--- config.mk ---
export PLATFORM = sky130hd
export DESIGN_NAME = ex_mem_stage
export DESIGN_NICKNAME = d
export VERILOG_FILES = /design/src/rtl/ex_mem_stage.sv
export SDC_FILE = /design/constraint.sdc
export NUM_CORES = 1
export LEC_CHECK = 0
export ABC_AREA = 1
export CORE_AREA = 5 5 136 138
export CTS_CLUSTER_DIAMETER = 80
export CTS_CLUSTER_SIZE = 40
export DETAILED_ROUTE_END_ITERATION = 10
export DIE_AREA = 0 0 141 143
export PLACE_DENSITY = 0.75
export RECOVER_POWER = 100
export SYNTH_ARGS = -nofsm -noshare
export SYNTH_HDL_FRONTEND = slang
export SYNTH_SLANG_ARGS = --single-unit
--- constraint.sdc ---
create_clock -name i_clk -period 1.91 [get_ports i_clk]
set_clock_uncertainty 0.2 [all_clocks]
set_input_delay 0.382 -clock i_clk [delete_from_list [all_inputs] [get_ports i_clk]]
set_output_delay 0.382 -clock i_clk [all_outputs]
set_load 0.01 [all_outputs]
--- src/rtl/ex_mem_stage.sv ---
// EX/MEM boundary: registers execute results, resolves conditional branches,
// runs the data-memory request/ready handshake and emits one write-back beat per instruction.
module ex_mem_stage #(
  parameter int TIMEOUT = 16,
  parameter int CNT_W   = 5
) (
  input  logic        i_clk,
  input  logic        i_rst_n,
  input  logic        i_valid,
  input  logic [31:0] i_ALUResult,
  input  logic [31:0] i_PCBranch,
  input  logic        i_zero,
  input  logic        i_negative,
  input  logic [31:0] i_register2,
  input  logic        i_MemRead,
  input  logic        i_MemWrite,
  input  logic        i_Branch,
  input  logic [1:0]  i_BranchType,
  input  logic        i_RegWrite,
  input  logic [4:0]  i_rd,
  output logic        o_stall,
  output logic        o_mem_req,
  output logic        o_mem_we,
  output logic [31:0] o_mem_addr,
  output logic [31:0] o_mem_wdata,
  input  logic        i_mem_ready,
  input  logic [31:0] i_mem_rdata,
  output logic        o_PCSrc,
  output logic [31:0] o_PCBranch_q,
  output logic        o_wb_valid,
  output logic        o_wb_RegWrite,
  output logic [4:0]  o_wb_rd,
  output logic [31:0] o_wb_result,
  output logic        o_mem_err
);

  typedef enum logic {IDLE = 1'b0, MEM = 1'b1} state_t;

  localparam logic [CNT_W-1:0] CNT_LAST = CNT_W'((TIMEOUT > 0) ? TIMEOUT - 1 : 0);

  state_t            state_reg, state_next;
  logic [CNT_W-1:0]  cnt_reg;
  logic [31:0]       addr_reg, wdata_reg;
  logic [4:0]        rd_reg;
  logic              reg_write_reg, mem_read_reg, mem_write_reg;
  logic              accept, mem_instr, complete, abort, cond;

  assign accept    = i_valid && (state_reg == IDLE);
  assign mem_instr = i_MemRead | i_MemWrite;
  assign complete  = (state_reg == MEM) && i_mem_ready;
  // Ready on the timeout edge wins, so abort requires ready low.
  assign abort     = (TIMEOUT > 0) && (state_reg == MEM) && !i_mem_ready && (cnt_reg == CNT_LAST);

  always_comb begin
    cond = 1'b0;
    case (i_BranchType)
      2'b00: cond = i_zero;
      2'b01: cond = !i_zero;
      2'b10: cond = i_negative;
      2'b11: cond = !i_negative;
      default: cond = 1'b0;
    endcase
  end

  always_ff @(posedge i_clk or negedge i_rst_n) begin
    if (!i_rst_n) state_reg <= IDLE;
    else          state_reg <= state_next;
  end

  always_comb begin
    state_next = state_reg;
    case (state_reg)
      IDLE: if (accept && mem_instr) state_next = MEM;
      MEM:  if (complete || abort)   state_next = IDLE;
      default: state_next = IDLE;
    endcase
  end

  always_comb begin
    o_stall     = (state_reg == MEM);
    o_mem_req   = (state_reg == MEM);
    o_mem_we    = (state_reg == MEM) && mem_write_reg;
    o_mem_addr  = (state_reg == MEM) ? addr_reg  : 32'd0;
    o_mem_wdata = (state_reg == MEM) ? wdata_reg : 32'd0;
  end

  always_ff @(posedge i_clk or negedge i_rst_n) begin
    if (!i_rst_n) begin
      cnt_reg       <= '0;
      addr_reg      <= 32'd0;
      wdata_reg     <= 32'd0;
      rd_reg        <= 5'd0;
      reg_write_reg <= 1'b0;
      mem_read_reg  <= 1'b0;
      mem_write_reg <= 1'b0;
      o_PCSrc       <= 1'b0;
      o_PCBranch_q  <= 32'd0;
      o_wb_valid    <= 1'b0;
      o_wb_RegWrite <= 1'b0;
      o_wb_rd       <= 5'd0;
      o_wb_result   <= 32'd0;
      o_mem_err     <= 1'b0;
    end else begin
      o_PCSrc    <= accept && i_Branch && cond;
      o_wb_valid <= 1'b0;
      o_mem_err  <= 1'b0;

      if (accept) begin
        cnt_reg       <= '0;
        addr_reg      <= i_ALUResult;
        wdata_reg     <= i_register2;
        rd_reg        <= i_rd;
        reg_write_reg <= i_RegWrite;
        mem_read_reg  <= i_MemRead;
        mem_write_reg <= i_MemWrite;
        o_PCBranch_q  <= i_PCBranch;
        if (!mem_instr) begin
          o_wb_valid    <= 1'b1;
          o_wb_RegWrite <= i_RegWrite;
          o_wb_rd       <= i_rd;
          o_wb_result   <= i_ALUResult;
        end
      end else if ((state_reg == MEM) && !i_mem_ready) begin
        cnt_reg <= cnt_reg + 1'b1;
      end

      if (complete) begin
        o_wb_valid    <= 1'b1;
        o_wb_RegWrite <= reg_write_reg;
        o_wb_rd       <= rd_reg;
        // MemWrite wins when both flags are set, so only a pure load returns memory data.
        o_wb_result   <= (mem_read_reg && !mem_write_reg) ? i_mem_rdata : addr_reg;
      end else if (abort) begin
        o_wb_valid    <= 1'b1;
        o_mem_err     <= 1'b1;
        o_wb_RegWrite <= 1'b0;
      end
    end
  end

endmodule

# After elaboration in Yosys (flattened, before gate mapping)
# Index checks and enable logic that the tools add are counted.
classes:
  addsub: 1
  n_eq_ne: 6
  n_mux: 25
  bitwise_logic: 2
  reduce_logical: 20
ops:
  columns: ["cell", "count"]
  rows:
  - ["32-bit two-way mux", 6]
  - ["5-bit two-way mux", 5]
  - ["1-bit two-way mux", 12]
  - ["1-bit logical AND", 9]
  - ["5-bit by 1-bit adder with 5-bit output (second input constant)", 1]
  - ["5-bit by 4-bit == test with 1-bit output (second input constant)", 1]
  - ["2-bit == test (second input constant)", 2]
  - ["1-bit zero test", 4]
  - ["1-bit case mux with 4 select lines", 1]
  - ["2-bit AND reduction", 2]
  - ["2-bit nonzero test", 2]
  - ["3-bit by 1-bit != test with 1-bit output (second input constant)", 1]
  - ["3-bit nonzero test", 1]
  - ["2-bit by 1-bit == test with 1-bit output (second input constant)", 1]
  - ["2-bit zero test", 1]
  - ["2-bit by 1-bit != test with 1-bit output (second input constant)", 1]
  - ["1-bit case mux with 2 select lines", 1]
  - ["1-bit logical OR", 1]
  - ["1-bit NOT", 1]
  - ["1-bit OR", 1]
word_totals:
  ff_bits: 151
  in_bits: 145
  out_inout_bits: 140
  elab_cells: 69

# Depth between registers and ports, before layout
# Gate-level depths: netlist (run 1).
depth:
  depth_word: 6
  mapped_depth: 9
  depth_no_buf: 9

# Worst setup path after synthesis (run 1)
# OpenSTA, ideal clock, no wires.
synth_path:
  path_kind: "flip-flop to output port"
  start: "register state_reg, in the netlist o_mem_req"
  end: "output o_mem_wdata[10]"
  arrival_time_ns: 1.099
  required_time_ns: 1.328
  setup_slack_ns: 0.229
  path_stages_with_launch: 6
  path_buffers: 3
  path_cell_list: "dfrtp_1 -> buf_4 -> buf_2 -> buf_2 -> nand2_1 -> inv_1"
synth_between:
  elab_chain_len: 1
synth_lines:
  columns: ["item", "line", "source"]
  rows:
  - ["start: declaration", "41", "state_t state_reg, state_next;"]
  - ["start signal: assignment", "67", "else state_reg <= state_next;"]
  - ["32-bit two-way mux", "84", "o_mem_wdata = (state_reg == MEM) ? wdata_reg : 32'd0;"]
  - ["end: declaration", "25", "output logic [31:0] o_mem_wdata,"]
# Every way passes these cells.

# Worst setup path in the final report (run 1)
layout_path:
  start: "register state_reg, in the netlist o_mem_req"
  end: "output o_mem_addr[21]"
layout_between:
  elab_chain_len: 1
layout_lines:
  columns: ["item", "line", "source"]
  rows:
  - ["32-bit two-way mux", "83", "o_mem_addr = (state_reg == MEM) ? addr_reg : 32'd0;"]
  - ["end: declaration", "24", "output logic [31:0] o_mem_addr,"]
# Every way passes these cells.

==> results.tsv, run 1 <==
metric	value	unit
vias	7345	
rows	48	
cp_max_fo	6	
port_buffers	284	
cts_buffers	17	
wl	24.56	mm
worst_pin_slew	1.078	ns
slowest_delay	0.46	ns
synth_xor_xnor_area_share	0	
crit_top_cell	buf_6	
synthSimpleGateAreaFrac	0.3042	
worst_slack	-0.1997	ns
grt.met3_usage	0.08875	
holdWs	0.2735	ns
synth_fp_nets	1129	
yosysSeqAreaShare	0.5159	
cts_tree	built	
cap_violations	0	
placed_cell_area	10580	um^2
post_synth_fa_ha_maj_area_fraction	0.003416	
min-delay-path-class	flip-flop to flip-flop	
drtIter0Drc	358	
final_core_util	0.6797	
drt_pass1_iterations	5	
antenna_cells	0	
grt-ovfl-total	0	
grt-busiest-layer	met2	
yosysTopAreaCellShare	0.5159	
hold_violations	0	
crit_required	1.33	ns
ys_ff_latch	151	
cp-end-kind	output port	
slew_viol_final	0	
grt_pass1_vias	7334	
clkSinkCount	151	
total_power	11410	uW
grt_max_degree	58	
cp_num_buf_inv	5	
cts-root-buf	clkbuf_16	
routabilityCongestion	0.8129	
synth-compound-area-share	0.06320	
grt_pass1_wl	38.06	mm
dpl_worst_slack	-0.1013	ns
synth.distinct_cells	22	
syn_inst	982	
power_density	984.6	nW/um^2
path_cells	buf_6 -> buf_6 -> clkbuf_16 -> nand2_2 -> inv_2 -> buf_6	
clkLatencyLatePin	0.42	ns
ir_drop	0.5982	mV
dp_hpwl	16.43	mm
layout.nets	1428	
ant_nets	0	
top_level_ports	285	
yosysTopAreaCell	dfrtp_1	
start_util	0.4294	
wl_per_cell	16.17	um
cts_max_level	4	
antenna_found_initial	0	
period_minus_slack	2.110	ns
fillers	1440	
cpMaxStageDelayCell	dfrtp_2	
drive_above_1_share	0.2002	
crit_path_start_kind	flip-flop	
grt_use_met2	0.3856	
die_width	141	um
critPathTopFamily	buffers and inverters	
final_cell_area	11590	um^2
grtUsageMet1	0.2911	
violations	negative setup slack	
slew-limit-headroom	0.2813	
fmax	474.0	MHz
yosysWarnings	0	
gr-usage-all-layers	0.2367	
p_leak	0.006232	uW
syn_area	7325	um^2
die_y	143	um
status	complete, but fails checks	
cp.arrival	1.53	ns
dieArea	20160	um^2
rsz0062_at_grt	true	
post-route-drc-count	0	
placeableCoreArea	17060	um^2
fin_crit_sh	1.105	
setup_violations	103	
avgSynthCellArea	7.459	um^2
viasPerCell	4.835	
syn_to_final_growth	58.27	%
crit_type	flip-flop to output port	
clock_path_buffers	2	
clk_pin_slew	0.06	ns
yosys-top-cells-area	dfrtp_1 52%, nand2_1 19%, inv_1 7.2%, nor2_1 5.3%, nand3b_1 3.3%	
muxShareOfSynthArea	0	
synth_top_family_by_area	simple AND/OR/NAND/NOR gates	
## synth_stat cells
cell      count
o21ai_1       1
nand2_1     369
nand2_2       1
o211ai_1      5
o22ai_1       2
a21oi_2       6
clkinv_1      1
dfrtp_1     151
clkbuf_1     21
nand3_1      35
nand2_4       1
ha_1          2
o21ai_0      45
nor2_8        1
buf_4         5
nor2_1      104
inv_2         3
buf_6         3
inv_1       141
a21oi_1      26
nand3b_1     32
buf_2        27
## worst register-to-register path: stages, from the launching register on
cell,delay [ns]
dfrtp_2,0.44
buf_6,0.14
buf_4,0.17
inv_1,0.09
nand2_4,0.07
buf_6,0.37
nand2_1,0.14
inv_1,0.11
nand2_1,0.06
o21ai_0,0.10
## through the flow
step / std cells / TNS (ns)
2_1_floorplan: 982 / 0
3_3_place_gp: 1467 / -1.012
3_5_place_dp: 1467 / -2.339
4_1_cts: 1515 / -9.962
5_1_grt: 1519 / -21.01
6_report: 1519 / -9.081
## worst paths after layout
kind / start / cells after the start / slack (ns) / endpoint
max: o_mem_req$_DFF_PN0_ / 6 / -0.20 / o_mem_addr[21]
min: o_PCBranch_q[30]$_DFFE_PN0P_ / 2 / 0.27 / o_PCBranch_q[30]$_DFFE_PN0P_
max reg2reg: o_mem_req$_DFF_PN0_ / 9 / -0.07 / cnt_reg[2]$_DFFE_PN0P_
min reg2reg: o_PCBranch_q[30]$_DFFE_PN0P_ / 2 / 0.27 / o_PCBranch_q[30]$_DFFE_PN0P_
max in group asynchronous: i_rst_n / 3 / 0.05 / o_mem_req$_DFF_PN0_
min in group asynchronous: i_rst_n / 2 / 0.47 / o_PCBranch_q[14]$_DFFE_PN0P_
## logic make-up after synthesis
family	Yosys count
and+or+nand+nor	543
buffers and inverters	201
DFF	151
AOI/OAI and AO/OA	85
adders and majority gates	2
## placed cells by master, fill, tap and decap left out, types with 3 or more instances in the layout
cell type / instances
inv_6: 4
inv_1: 105
buf_4: 15
clkinv_2: 4
clkdlybuf4s25_1: 6
nand3b_1: 32
buf_16: 4
dlygate4sd2_1: 65
inv_2: 38
clkdlybuf4s50_1: 145
o21ai_0: 45
clkinvlp_4: 4
a21oi_1: 25
buf_6: 55
clkbuf_4: 3
nand2_4: 30
buf_12: 12
a21oi_2: 7
nand2_2: 28
nand3_1: 35
clkbuf_16: 19
dfrtp_1: 150
buf_2: 22
clkbuf_2: 4
nand2_1: 312
nor2_1: 103
o211ai_1: 5
## layer usage
layer / wire length [um] / part of all wire
met1: 9668 / 0.39
met4: 675 / 0.027
met3: 2471 / 0.10
met5: 0 / 0
met2: 11740 / 0.48
## repair_timing
item,4_1_cts,5_1_grt
setup endpoints to repair,132,107
hold buffers,1,0
setup buffers,10,3
hold endpoints to repair,151,0
pin swaps,11,11
gates resized for setup,391,145
gates cloned,5,4
## final cells by class
type,count,area [um^2],share of cell area
tap,225,281.5,0.02428
sequential,151,3780,0.3261
clock buffer,18,439.2,0.03788
timing repair buffer,336,3393,0.2927
inverter,145,546.8,0.04717
multi-input combinational,630,3028,0.2612
clock inverter,14,123.9,0.01069
## power by group
part / switching [uW] / leakage [uW] / total, uW / internal [uW]
clock network: 1390 / 0.000269 / 3230 / 1830
registers: 529 / 0.00181 / 4410 / 3890
logic: 1980 / 0.00415 / 3770 / 1800
(Power assumes the default switching activity.)
==> inputs of run 2 (changes only) <==
--- a/config.mk
+++ b/config.mk
@@ -6,6 +6,7 @@
 export NUM_CORES = 1
 export LEC_CHECK = 0
 export ABC_AREA = 1
+export CAP_MARGIN = 25
 export CORE_AREA = 5 5 136 138
 export CTS_CLUSTER_DIAMETER = 80
 export CTS_CLUSTER_SIZE = 40
==> results of run 2 <==
The final DEF is identical to that of run 1; final timing and power are the same.
